### src/rtl/hilo_div_ctrl.sv
// Iterative restoring divider that owns DIV/DIVU writes into the HI/LO register pair.
// Optional divide-by-zero trap: define HILO_DIV_DZ_TRAP_EN to add the dz_err output.
//
// state | meaning
// IDLE  | waiting for start; accept latches operand magnitudes and sign flags
// BUSY  | one restoring-division step per cycle, WIDTH steps in total
// DONE  | one-cycle {HI,LO} write (or dz_err pulse when the trap is enabled)
module hilo_div_ctrl #(
    parameter int WIDTH = 32,
    parameter int CNT_W = 6
) (
    input  logic                 clk,
    input  logic                 rst,
    input  logic                 start,
    input  logic                 signed_op,
    input  logic [WIDTH-1:0]     a,
    input  logic [WIDTH-1:0]     b,
    input  logic                 cancel,
    output logic                 stall,
    output logic                 busy,
    output logic                 hilo_we,
    output logic [2:0]           hilo_flag,
    output logic [2*WIDTH-1:0]   hilo_wd
`ifdef HILO_DIV_DZ_TRAP_EN
    ,
    output logic                 dz_err
`endif
);

    typedef enum logic [1:0] {S_IDLE, S_BUSY, S_DONE} state_t;

    state_t             state;
    logic [CNT_W-1:0]   cnt;
    logic [WIDTH-1:0]   rem;
    logic [WIDTH-1:0]   quot;
    logic [WIDTH-1:0]   dvs;
    logic               quot_neg;
    logic               rem_neg;

    logic [WIDTH-1:0]   a_mag;
    logic [WIDTH-1:0]   b_mag;
    logic [WIDTH:0]     shifted;
    logic [WIDTH:0]     diff;
    logic               fits;
    logic [WIDTH-1:0]   rem_nx;
    logic [WIDTH-1:0]   quot_nx;
    logic [WIDTH-1:0]   rem_fix;
    logic [WIDTH-1:0]   quot_fix;

    localparam logic [CNT_W-1:0] LAST = CNT_W'(WIDTH - 1);

    always_comb begin
        a_mag    = (signed_op && a[WIDTH-1]) ? -a : a;
        b_mag    = (signed_op && b[WIDTH-1]) ? -b : b;
        shifted  = {rem, quot[WIDTH-1]};
        diff     = shifted - {1'b0, dvs};
        // Unsigned compare keeps b==0 well defined: every trial commits, quot goes all ones.
        fits     = (shifted >= {1'b0, dvs});
        rem_nx   = fits ? diff[WIDTH-1:0] : shifted[WIDTH-1:0];
        quot_nx  = {quot[WIDTH-2:0], fits};
        rem_fix  = rem_neg  ? -rem_nx  : rem_nx;
        quot_fix = quot_neg ? -quot_nx : quot_nx;
    end

`ifdef HILO_DIV_DZ_TRAP_EN
    logic dz_q;
`endif

    always_ff @(posedge clk) begin
        if (!rst) begin
            state    <= S_IDLE;
            cnt      <= '0;
            rem      <= '0;
            quot     <= '0;
            dvs      <= '0;
            quot_neg <= 1'b0;
            rem_neg  <= 1'b0;
            hilo_wd  <= '0;
`ifdef HILO_DIV_DZ_TRAP_EN
            dz_q     <= 1'b0;
`endif
        end else begin
            case (state)
                S_IDLE: begin
                    if (start && !cancel) begin
                        quot     <= a_mag;
                        dvs      <= b_mag;
                        rem      <= '0;
                        cnt      <= '0;
                        quot_neg <= signed_op & (a[WIDTH-1] ^ b[WIDTH-1]);
                        rem_neg  <= signed_op & a[WIDTH-1];
                        state    <= S_BUSY;
`ifdef HILO_DIV_DZ_TRAP_EN
                        dz_q     <= (b == '0);
                        if (b == '0)
                            state <= S_DONE;
`endif
                    end
                end
                S_BUSY: begin
                    if (cancel) begin
                        state <= S_IDLE;
                    end else begin
                        rem  <= rem_nx;
                        quot <= quot_nx;
                        cnt  <= cnt + 1'b1;
                        if (cnt == LAST) begin
                            state   <= S_DONE;
                            hilo_wd <= {rem_fix, quot_fix};
                        end
                    end
                end
                S_DONE:  state <= S_IDLE;
                default: state <= S_IDLE;
            endcase
        end
    end

    // stall drops in DONE so the pipeline advances alongside the write.
    assign stall = ((state == S_IDLE) && start && !cancel) || (state == S_BUSY);
    assign busy  = (state == S_BUSY) || (state == S_DONE);

`ifdef HILO_DIV_DZ_TRAP_EN
    assign hilo_we = (state == S_DONE) && !cancel && !dz_q;
    assign dz_err  = (state == S_DONE) && !cancel && dz_q;
`else
    assign hilo_we = (state == S_DONE) && !cancel;
`endif
    assign hilo_flag = hilo_we ? 3'b111 : 3'b000;

endmodule

### config.mk
export PLATFORM = sky130hd
export DESIGN_NAME = hilo_div_ctrl
export DESIGN_NICKNAME = d
export VERILOG_FILES = /design/src/rtl/hilo_div_ctrl.sv
export SDC_FILE = /design/constraint.sdc
export NUM_CORES = 1
export LEC_CHECK = 0
export BUFFER_PORTS_ARGS = -buffer_cell sky130_fd_sc_hd__buf_4
export CORE_AREA = 3 3 221 223
export DETAILED_ROUTE_END_ITERATION = 16
export DIE_AREA = 0 0 224 226
export PLACE_DENSITY = 0.51
export SETUP_SLACK_MARGIN = 0.4
export SLEW_MARGIN = 0
export SYNTH_ARGS = -nofsm -noshare
export SYNTH_HDL_FRONTEND = slang
export SYNTH_SLANG_ARGS = --single-unit
### constraint.sdc
create_clock -name clk -period 7.7 [get_ports clk]
set_clock_uncertainty 0.1 [all_clocks]
set_input_delay 0 -clock clk [delete_from_list [all_inputs] [get_ports clk]]
set_output_delay 0 -clock clk [all_outputs]
set_load 0.005 [all_outputs]
======== Word level (Yosys, flattened, before mapping) ========
Cells that the tools add are included.
storage, ports and cells
  bits in registers ....................... 170
  bits of input ports ..................... 69
  output and inout bits ................... 70
  logic and storage cells ................. 59
cells by class
  add/sub/neg operators ................... 6
  order comparisons ....................... 1
  eq/ne operators ......................... 6
  mux-type cells .......................... 19
  bitwise operators ....................... 4
  reductions and logical operators ........ 15
operators with widths
  operator                                                               number
  32-bit 2-to-1 mux                                                      9
  32-bit negator                                                         4
  32-bit case mux with 2 select lines                                    2
  33-bit by 32-bit greater-or-equal comparator with 1-bit output         1
  32-bit subtractor                                                      1
  6-bit 2-to-1 mux                                                       2
  6-bit case mux with 2 select lines                                     1
  6-bit by 1-bit adder with 6-bit output, second input constant          1
  6-bit by 5-bit equality test with 1-bit output, second input constant  1
  1-bit logical AND                                                      6
  2-bit 2-to-1 mux                                                       3
  3-bit AND reduction                                                    2
  2-bit != test, second input constant                                   2
  2-bit case mux with 2 select lines                                     1
  2-bit AND reduction                                                    2
  3-bit 2-to-1 mux                                                       1
  3-bit != test, second input constant                                   1
  1-bit bitwise AND                                                      2
  2-bit by 1-bit equality test with 1-bit output, second input constant  1
  2-bit equality test, second input constant                             1
  2-bit zero test                                                        1
  1-bit logical OR                                                       2
  2-bit nonzero test                                                     1
  1-bit zero test                                                        1
  2 further kinds                                                        2

======== Logic depth before layout (Yosys ltp) ========
Gate-level depths: netlist of the first run.
  depth in word-level cells ............... 4
  gate-level depth with buffers ........... 26
  depth with buffers taken out ............ 21

======== Worst setup path after synthesis of the first run ========
Ideal clock, no wire load.
  path type ............................... register to register
  start point ............................. reg dvs[27]
  end point ............................... reg hilo_wd[60]
  library setup time ...................... 120 ps
  arrival time ............................ 5,050 ps
  data required time ...................... 7,480 ps
  path slack .............................. 2,430 ps
  cell stages (with the launch flop) ...... 24
  buffers on the path ..................... 5
  period minus slack after synthesis ...... 5,270 ps
  cells stage by stage .................... dfxtp_1 inv_1 ha_1 buf_4 nand2_1 o31ai_1 nand2b_1 o21a_1 nand2_1 buf_2 buf_2 buf_2 clkbuf_1 mux2i_1 ha_1 nand2_1 or4_1 or3_1 nor3_1 a41oi_1 o21bai_1 nor4_2 nor3_1 o31a_1
between the ends
  longest elaborated chain between the ends .. 4
  elaborated cells on any way between the ends .. 5
  those cells by class .................... add/sub (2); order compare (1); mux (2)
ends and longest elaborated chain
  item                                                                                                        RTL line  RTL
  from (decl)                                                                                                 36        logic [WIDTH-1:0] dvs;
  from (signal assigned)                                                                                      87        dvs <= b_mag;
  32-bit subtractor / 33-bit by 32-bit greater-or-equal comparator with 1-bit output (equally long branches)  56, 58
  32-bit 2-to-1 mux (*)                                                                                       59        rem_nx = fits ? diff[WIDTH-1:0] : shifted[WIDTH-1:0];
  32-bit negator                                                                                              61        rem_fix = rem_neg ? -rem_nx : rem_nx;
  32-bit 2-to-1 mux (*)                                                                                       61
  to (signal assigned)                                                                                        109       hilo_wd <= {rem_fix, quot_fix};
  to (decl)                                                                                                   23        output logic [2*WIDTH-1:0] hilo_wd
Every way passes the cells marked *; elsewhere a longest branch is shown, timed or not.
A chain may end at the register's enable or synchronous reset.

======== Worst setup path after layout of the first run ========
  start point ............................. reg rem[9]
  end point ............................... reg hilo_wd[28]
between the ends
  longest elaborated chain between the ends .. 3
ends and longest elaborated chain
  item                                                            RTL line  RTL
  from (decl)                                                     34        logic [WIDTH-1:0] rem;
  from (signal assigned)                                          104       rem <= rem_nx;
  33-bit by 32-bit greater-or-equal comparator with 1-bit output  58        fits = (shifted >= {1'b0, dvs});
  32-bit negator                                                  62        quot_fix = quot_neg ? -quot_nx : quot_nx;
  32-bit 2-to-1 mux                                               62
No other way between the ends.

==> results of run 1 <==
per-stage QoR:
step / setup WS [ns] / hold slack (ns) / std cells / utilization [%]
5_1_grt: 1.99 / 0.107 / 2371 / 31.3
6_report: 2.42 / 0.0373 / 2371 / 31.3
3_5_place_dp: 2.52 / 0.209 / 2260 / 28.3
3_3_place_gp: 2.56 / 0.197 / 2260 / 28.3
2_1_floorplan: 2.43 / -0.0478 / 1603 / -
4_1_cts: 2.46 / 0.000830 / 2371 / 31.3
Yosys cell counts (all sizes together), types with 23 or more instances:
| cell | instances |
|---|---|
| a211oi | 54 |
| a21oi | 148 |
| a31oi | 34 |
| buf | 23 |
| clkbuf | 77 |
| dfxtp | 170 |
| ha | 40 |
| inv | 54 |
| nand2 | 194 |
| nand3 | 35 |
| nor2 | 199 |
| nor3 | 38 |
| o21ai | 111 |
| or3 | 33 |
| xnor2 | 49 |
| xor2 | 75 |
routing by layer:
metal | GRT usage, % | wire [um] | vias to the layer above
met5 | 0 | 0 | -
met4 | 5.26 | 880 | 0
met3 | 2.08 | 1700 | 40
met2 | 27.2 | 19700 | 309
met1 | 22.0 | 19700 | 5746
li1 | - | - | 6061
registers in the layout, indices dropped and copies added, names as in the netlist:
signal / flops
cnt: 6
dvs: 32
hilo_wd: 64
quot: 32
quot_neg: 1
rem: 32
rem_neg: 1
state: 2
how the worst max path moves through the flow:
stage | cells past startpoint | slack, ns | endpoint
finish | 16 | 2.42 | hilo_wd[28]
global route | 19 | 1.99 | hilo_wd[56]
CTS | 16 | 2.46 | hilo_wd[61]
detailed placement | 16 | 2.52 | hilo_wd[61]
global placement | 19 | 2.56 | hilo_wd[56]
floorplan | 23 | 2.43 | hilo_wd[60]
kinds of logic after synthesis:
kind of cell	after synthesis
adders and majority gates	41
DFF	170
buffers and inverters	154
and+or+nand+nor	608
AOI/OAI and AO/OA	488
muxes	18
xor gates and xnor gates	124
cell type report:
class                   instances  area, sq um
fillers                      5048        32100
multi-input cells            1279         7740
flip-flops and latches        170         3400
repair buffers                230         1930
well taps                     607          759
clock buffers                  18          439
inverters                      54          205
clock inverters                13          160
critical path: stages, from the launching register on:
cell	delay [ns]
dfxtp_1	0.47
ha_1	0.34
and4_1	0.29
and2_1	0.19
a221o_1	0.40
o211ai_2	0.31
nand2_2	0.20
buf_4	0.36
inv_1	0.15
ha_1	0.17
nand2b_1	0.08
or3_1	0.38
or4_1	0.48
o41ai_1	0.71
and3_1	0.26
o21ai_0	0.09
a21oi_1	0.17
power by group:
group | total, mW | switching (mW) | internal (mW)
clock | 0.908 | 0.413 | 0.495
sequential | 0.935 | 0.0298 | 0.905
combinational | 0.615 | 0.378 | 0.237
==> reports/qor.csv, run 1 <==
stage,metric,value,unit
die,core-area,46800,sq um
clock_tree,clk_latency,0.46,ns
critical_path,crit_start,rem[9],
sta,fmax,190,MHz
critical_path,setup.worst_path.end_class,register,
min_path,hold_class,input port to register,
min_path,worstHoldEndpoint,quot[16],
logic_synthesis,synthesis.area,11700,sq um
clock_tree,clock-sinks,170,
sta,final.min_clock_period,5.28,ns
power_and_ir_drop,ir_worst_vdd,0.172,mV
logic_synthesis,synth_warnings,0,
layout,layout.nets,1862,
placement,dpl_cell_area,13200,sq um
logic_synthesis,syn-instance-count,1603,
status,status,completed,
critical_path,r2r_end,hilo_wd[28],
layout,drive_above_1_share,11.8,%
sta,tightest_slew,1.07,ns
logic_synthesis,asyncSetResetFlopFracSynth,0,%
clock_tree,cts.repair.resized,0,
logic_synthesis,synth-simple-area-share,23.7,%
logic_synthesis,yosysTopAreaCellShare,29.0,%
global_routing,antenna_found_initial,0,
detailed_routing,vias,12200,
sta,setup-tns-final,0,ns
power_and_ir_drop,powerDensity,168,nW/um^2
clock_tree,ctsHtreeMaxLevel,4,
clock_tree,cts-hold-fix-buffers,80,
die,io_pins,139,
critical_path,rrSetupSlack,2.42,ns
global_routing,grt_pass1_vias,11500,
logic_synthesis,synthMuxAreaShare,1.55,%
critical_path,worstSetupStartpointType,register,
logic_synthesis,syn-mean-instance-area,7.32,sq um
logic_synthesis,synthXorXnorAreaFrac,9.32,%
layout,antenna_cells,0,
die,dieArea,50600,sq um
min_path,min_path_cells,6,
detailed_routing,wirelength,42000,um
job,drv_cap,0,
sta,finalSetupViolations,0,
layout,layout_commonest_cell,nor2_1,
critical_path,ff2ff_path_depth,16,
logic_synthesis,synth_top_cell_by_area,dfxtp_1,
logic_synthesis,synthFlopType,dfxtp_1,
global_routing,grt_usage,16.4,%
logic_synthesis,synth_top_family_by_area,compound AO/OA/AOI/OAI gates,
detailed_routing,ant_nets,0,
global_routing,grt-ovfl-total,0,
detailed_routing,drc,0,
sta,rsz0062_at_grt,false,
critical_path,arrival,5.56,ns
logic_synthesis,synth_area_leaders,"dfxtp_1, nor2_1, nand2_1",
logic_synthesis,synthAdderAreaFrac,4.43,%
clock_tree,cts_buffers,17,
critical_path,rr_startpoint,rem[9],
sta,slew_viol_final,0,
detailed_routing,wl_per_cell,17.7,um
critical_path,worstSetupPathType,register to register,
sta,fin_crit_sh,68.5,%
placement,place_congestion,0.903,
sta,hold_viol,0,
layout,final_area,14600,sq um
clock_tree,path_clk_slew,0.07,ns
clock_tree,clockBufferDepth,2,
min_path,hold_path_startpoint,a[16],
power_and_ir_drop,total_power,2.46,mW
global_routing,grt_pass1_wl,65900,um
layout,layout_common_cells,"nor2_1, nand2_1, dfxtp_1",
logic_synthesis,yosysUniqueCellTypes,78,
clock_tree,cts_tree,done,
detailed_routing,vias_per_cell,5.13,
layout,syn2layout_area_growth,24.7,%
placement,portBuffers,138,
power_and_ir_drop,p_leak,5.59,nW
critical_path,critPathRequiredTime,7.99,ns
logic_synthesis,synth_compound_area_share,26.7,%
clock_tree,cts_root_buffer,clkbuf_16,
logic_synthesis,synth-edff-count,0,
sta,slew_headroom,28.5,%
die,die_w,224,um
detailed_routing,first_pass_iters,5,
logic_synthesis,ys_ff_latch,170,
critical_path,critPathMaxFanout,53,
logic_synthesis,yosysSeqAreaShare,29.0,%
global_routing,grt_max_degree,94,
placement,hpwl,31500,um
logic_synthesis,syn-num-nets,1713,
detailed_routing,dr.first_iter.drc_count,817,
clock_tree,post_cts_buffers,0,
die,initial_core_util,25.1,%
die,rows,79,
die,die_h,226,um
Power figures use the tool's default switching activity.
==> run 2: changes to the inputs <==
--- a/config.mk
+++ b/config.mk
@@ -9,7 +9,7 @@
 export CORE_AREA = 3 3 221 223
 export DETAILED_ROUTE_END_ITERATION = 16
 export DIE_AREA = 0 0 224 226
-export PLACE_DENSITY = 0.51
+export PLACE_DENSITY = 0.52
 export SETUP_SLACK_MARGIN = 0.4
 export SLEW_MARGIN = 0
 export SYNTH_ARGS = -nofsm -noshare
==> constraint.sdc (replaced) <==
create_clock -name clk -period 4.46 [get_ports clk]
set_clock_uncertainty 0.1 [all_clocks]
set_input_delay 0 -clock clk [delete_from_list [all_inputs] [get_ports clk]]
set_output_delay 0 -clock clk [all_outputs]
set_load 0.005 [all_outputs]
==> reports/qor.csv, run 2 (same netlist as run 1, synthesis figures left out) <==
stage,metric,value,unit
global_routing,grt_max_degree,88,
critical_path,r2r_end,hilo_wd[63],
clock_tree,clock-sinks,170,
layout,drive_above_1_share,23.9,%
detailed_routing,dr.first_iter.drc_count,874,
detailed_routing,ant_nets,0,
critical_path,setup.worst_path.end_class,register,
global_routing,grt_util_met2,27.5,%
sta,hold_viol,0,
critical_path,path_delay_family,compound AO/OA/AOI/OAI gates,
global_routing,grt_pass1_wl,67500,um
detailed_routing,first_pass_iters,5,
critical_path,critPathRequiredTime,4.70,ns
power_and_ir_drop,total_power,4.50,mW
detailed_routing,wl_per_cell,17.4,um
critical_path,arrival,4.46,ns
sta,fmax,237,MHz
global_routing,grt_usage,16.8,%
power_and_ir_drop,powerDensity,274,nW/um^2
global_routing,grtUsageMet3,2.38,%
clock_tree,clockBufferDepth,2,
clock_tree,cts_root_buffer,clkbuf_16,
layout,final_area,16400,sq um
clock_tree,clk_latency,0.46,ns
detailed_routing,drc,0,
critical_path,critPathMaxFanout,5,
power_and_ir_drop,ir_worst_vdd,0.296,mV
detailed_routing,vias_per_cell,5.08,
global_routing,grt.busiest_layer,met2,
min_path,worstHoldEndpoint,quot[16],
detailed_routing,vias,12700,
clock_tree,path_clk_slew,0.08,ns
clock_tree,cts_tree,done,
critical_path,critPathSlowestCell,or3b_4,
critical_path,ff2ff_path_depth,19,
layout,layout_commonest_cell,buf_4,
global_routing,grt-ovfl-total,0,
sta,tightest_slew,1.18,ns
job,drv_cap,0,
sta,slew_headroom,21.4,%
layout,top_register,hilo_wd,
detailed_routing,wirelength,43700,um
min_path,hold_path_startpoint,a[16],
critical_path,crit_path_cell_trace,inv_2 -> ha_4 -> nand4_1 -> buf_4 -> buf_4 -> buf_4 -> buf_6 -> buf_6 -> buf_6 -> a211oi_4 -> a211oi_4 -> o21bai_2 -> xor2_1 -> or3_1 -> a211oi_2 -> or3b_4 -> o41ai_4 -> xnor2_1 -> o21ai_1,
placement,dpl_cell_area,14100,sq um
layout,layout.nets,1995,
critical_path,path_buf_inv,7,
layout,syn2layout_area_growth,40.1,%
status,status,completed,
min_path,hold_class,input port to register,
placement,portBuffers,138,
placement,hpwl,32500,um
power_and_ir_drop,p_leak,6.37,nW
global_routing,grt_util_met1,22.3,%
die,dieArea,50600,sq um
critical_path,cpPeakStageDelay,0.47,ns
sta,slew_viol_final,0,
die,die_w,224,um
sta,finalSetupViolations,0,
critical_path,rr_startpoint,dvs[8],
die,core-area,46800,sq um
layout,fin_cells,2506,
min_path,min_path_cells,6,
placement,dp.cells,2355,
critical_path,worstSetupStartpointType,register,
layout,layout_common_cells,"buf_4, nor2_1, nand2_1",
die,initial_core_util,25.1,%
die,io_pins,139,
die,die_h,226,um
sta,fin_crit_sh,94.7,%
clock_tree,cts_buffers,17,
sta,rsz0062_at_grt,true,
global_routing,antenna_found_initial,0,
placement,place_congestion,0.936,
critical_path,worstSetupPathType,register to register,
die,rows,79,
global_routing,grt_pass1_vias,12100,
clock_tree,ctsHtreeMaxLevel,4,
sta,final.min_clock_period,4.23,ns
critical_path,rrSetupSlack,0.23,ns
layout,largest_register_ff_count,64,
==> run 2: changes by cell type in the layout (fill, tap and decap cells not counted), sizes merged <==
cell         delta
clkinv          +1
diode           +1
buf           +131
dlygate4sd3     +2
bufinv          -2
inv             +2
==> run 2: worst max path at each step <==
stage                       start           to  slack, ns  cells after the start
after floorplan           dvs[12]  hilo_wd[60]      -0.31                     23
after global placement     dvs[8]  hilo_wd[60]       0.02                     18
after detailed placement   dvs[8]  hilo_wd[60]      -0.06                     18
after CTS                 dvs[10]  hilo_wd[58]       0.17                     20
after global routing      dvs[12]  hilo_wd[58]       0.03                     19
final                      dvs[8]  hilo_wd[63]       0.23                     19
==> run 2: power breakdown <==
group / leakage, nW / total (mW) / internal, mW / switching (mW)
clock: 0.282 / 1.52 / 0.762 / 0.762
combinational: 4.70 / 1.35 / 0.619 / 0.734
sequential: 1.39 / 1.62 / 1.56 / 0.0589
total: 6.37 / 4.50 / 2.95 / 1.55
==> run 2: tightest hold or removal path, stage by stage <==
cell and delay (ns):
buf_4 0.12, inv_1 0.08, xnor2_1 0.16, o211ai_1 0.09, o21ai_0 0.07, nor2_1 0.04
==> run 2: layout make-up <==
| type | count | area (sq um) |
|---|---|---|
| diodes | 1 | 2.50 |
| clock buffers | 18 | 439 |
| clock inverters | 14 | 150 |
| fillers | 4972 | 30300 |
| inverters | 54 | 210 |
| multi-input cells | 1279 | 8460 |
| flip-flops and latches | 170 | 3440 |
| well taps | 607 | 759 |
| repair buffers | 363 | 2980 |
==> run 2: repair_timing <==
item                                    CTS  global route
endpoints found under the hold margin    78             0
endpoints found under the setup margin   22            29
resized for setup                        76            61
pin swaps                                35            38
hold buffers                             82             0
buffers inserted                         22            14
==> run 2: metal layers <==
layer  wire (um)  vias to the layer above
met5           0                        -
met4        1480                        0
met3        1960                       69
met2       20300                      314
met1       20000                     6042
li1            -                     6315
==> run 2: stage by stage <==
| stage | utilization, % | setup slack (ns) | TNS (ns) | hold WS (ns) |
|---|---|---|---|---|
| 4_1_cts | 34.4 | 0.168 | 0 | 0.00933 |
| 5_1_grt | 35.2 | 0.0305 | 0 | 0.0698 |
| 3_3_place_gp | 30.1 | 0.0181 | 0 | 0.193 |
| 3_5_place_dp | 30.1 | -0.0598 | -0.114 | 0.195 |
| 6_report | 35.2 | 0.235 | 0 | 0.0400 |
| 2_1_floorplan | - | -0.311 | -1.51 | -0.0478 |
==> run 3: changes to the inputs <==
--- a/config.mk
+++ b/config.mk
@@ -9,7 +9,9 @@
 export CORE_AREA = 3 3 221 223
 export DETAILED_ROUTE_END_ITERATION = 16
 export DIE_AREA = 0 0 224 226
+export MAX_ROUTING_LAYER = met4
 export PLACE_DENSITY = 0.52
+export REMOVE_ABC_BUFFERS = 1
 export SETUP_SLACK_MARGIN = 0.4
 export SLEW_MARGIN = 0
 export SYNTH_ARGS = -nofsm -noshare
==> reports/qor.csv, run 3 (same netlist as run 1, synthesis figures left out) <==
stage,metric,value,unit
status,status,completed,
die,die_w,224,um
layout,layout_commonest_cell,buf_4,
critical_path,critPathRequiredTime,4.75,ns
critical_path,worstSetupStartpointType,register,
layout,final_area,17500,sq um
critical_path,setup.worst_path.end_class,register,
clock_tree,cts_buffers,17,
power_and_ir_drop,p_leak,7.02,nW
layout,fin_util,37.5,%
sta,finalSetupViolations,0,
sta,setup-tns-final,0,ns
sta,rsz0062_at_grt,true,
detailed_routing,vias,13300,
placement,portBuffers,138,
die,io_pins,139,
critical_path,worstSetupPathType,register to register,
clock_tree,cts_root_buffer,clkbuf_16,
detailed_routing,ant_nets,0,
die,rows,79,
power_and_ir_drop,ir_worst_vdd,0.290,mV
clock_tree,ctsHtreeMaxLevel,4,
sta,hold_viol,0,
global_routing,grt-ovfl-total,0,
die,initial_core_util,25.1,%
layout,fin_cells,2624,
detailed_routing,wl_per_cell,17.8,um
sta,hold_ws,0.323,ns
placement,dp.cells,2437,
clock_tree,clock-sinks,170,
critical_path,critPathMaxFanout,6,
layout,syn2layout_area_growth,49.5,%
global_routing,grt_max_degree,157,
layout,top_register,hilo_wd,
sta,tightest_slew,0.956,ns
global_routing,grt_usage,18.6,%
clock_tree,path_clk_slew,0.08,ns
detailed_routing,dr.first_iter.drc_count,948,
detailed_routing,vias_per_cell,5.06,
global_routing,grt_pass1_vias,13000,
detailed_routing,first_pass_iters,5,
clock_tree,cts_tree,done,
power_and_ir_drop,powerDensity,272,nW/um^2
critical_path,arrival,4.74,ns
detailed_routing,wirelength,46600,um
sta,postLayoutSetupSlackWorst,0.00872,ns
sta,slew_headroom,36.1,%
layout,layout.nets,2110,
placement,hpwl,33900,um
sta,slew_viol_final,0,
clock_tree,clk_latency,0.47,ns
die,dieArea,50600,sq um
layout,drive_above_1_share,29.2,%
power_and_ir_drop,total_power,4.78,mW
clock_tree,clockBufferDepth,2,
min_path,hold_class,input port to register,
placement,dpl_cell_area,14600,sq um
global_routing,grt_pass1_wl,72500,um
sta,fin_crit_sh,99.8,%
die,core-area,46800,sq um
job,drv_cap,0,
layout,layout_common_cells,"buf_4, nor2_1, nand2_1",
die,die_h,226,um
layout,largest_register_ff_count,64,
placement,pre_cts_ws,-0.371,ns
sta,final.min_clock_period,4.45,ns
detailed_routing,drc,0,
sta,fmax,225,MHz
global_routing,antenna_found_initial,4,
placement,place_congestion,0.907,
==> run 3: final cells by class <==
cell class                      instances  area (sq um)
Multi-Input combinational cell       1279          8550
Sequential cell                       170          3440
Tap cell                              607           759
Inverter                               54           213
Antenna cell                            5          12.5
Clock buffer                           18           439
Timing Repair Buffer                  478          3980
Clock inverter                         13           158
Fill cell                            4810         29200
==> run 3: path summary, 6_finish.rpt <==
kind | start | endpoint | slack (ns) | cells past startpoint
worst min-delay path | a[5] | quot[5] | 0.32 | 5
worst min register to register | hilo_wd[46] | hilo_wd[46] | 0.35 | 2
worst max register to register | dvs[12] | hilo_wd[52] | 0.009 | 22
worst max-delay path | dvs[12] | hilo_wd[52] | 0.009 | 22
==> run 3: where the power goes <==
group,internal (mW),switching [mW],total (mW)
Combinational,0.749,0.821,1.57
Sequential,1.56,0.0529,1.62
Clock,0.856,0.737,1.59
Total,3.17,1.61,4.78
==> run 3: layer usage <==
layer  vias to the layer above  global-route usage [%]  share of wire (%)
met4                         0                    6.54                2.7
met5                         -                       -                  0
met1                      6321                    23.4                 46
li1                       6558                       -                  -
met3                        64                    3.00                4.3
met2                       345                    30.5                 47
==> run 3: timing repair <==
action / CTS / global route
buffers inserted: 52 / 9
resized for setup: 157 / 53
hold buffers: 88 / 0
hold endpoints to repair: 80 / 0
setup endpoints to repair: 26 / 33
pin swaps: 46 / 48
cloned: 1 / 1
==> run 3: worst max-delay path, stage by stage, from the launching register on <==
cell	delay, ns
dfxtp_2	0.34
inv_2	0.04
ha_4	0.28
buf_6	0.12
nand4_1	0.18
nor4_4	0.33
a31oi_1	0.14
o21a_1	0.16
nand2_4	0.10
mux2i_4	0.25
ha_2	0.21
nand2_2	0.08
or4_4	0.42
or3_4	0.36
nor3_4	0.19
a41oi_2	0.07
o21bai_4	0.26
buf_4	0.17
buf_6	0.11
o21ai_2	0.11
xor2_1	0.15
nand2_1	0.07
a21oi_1	0.13
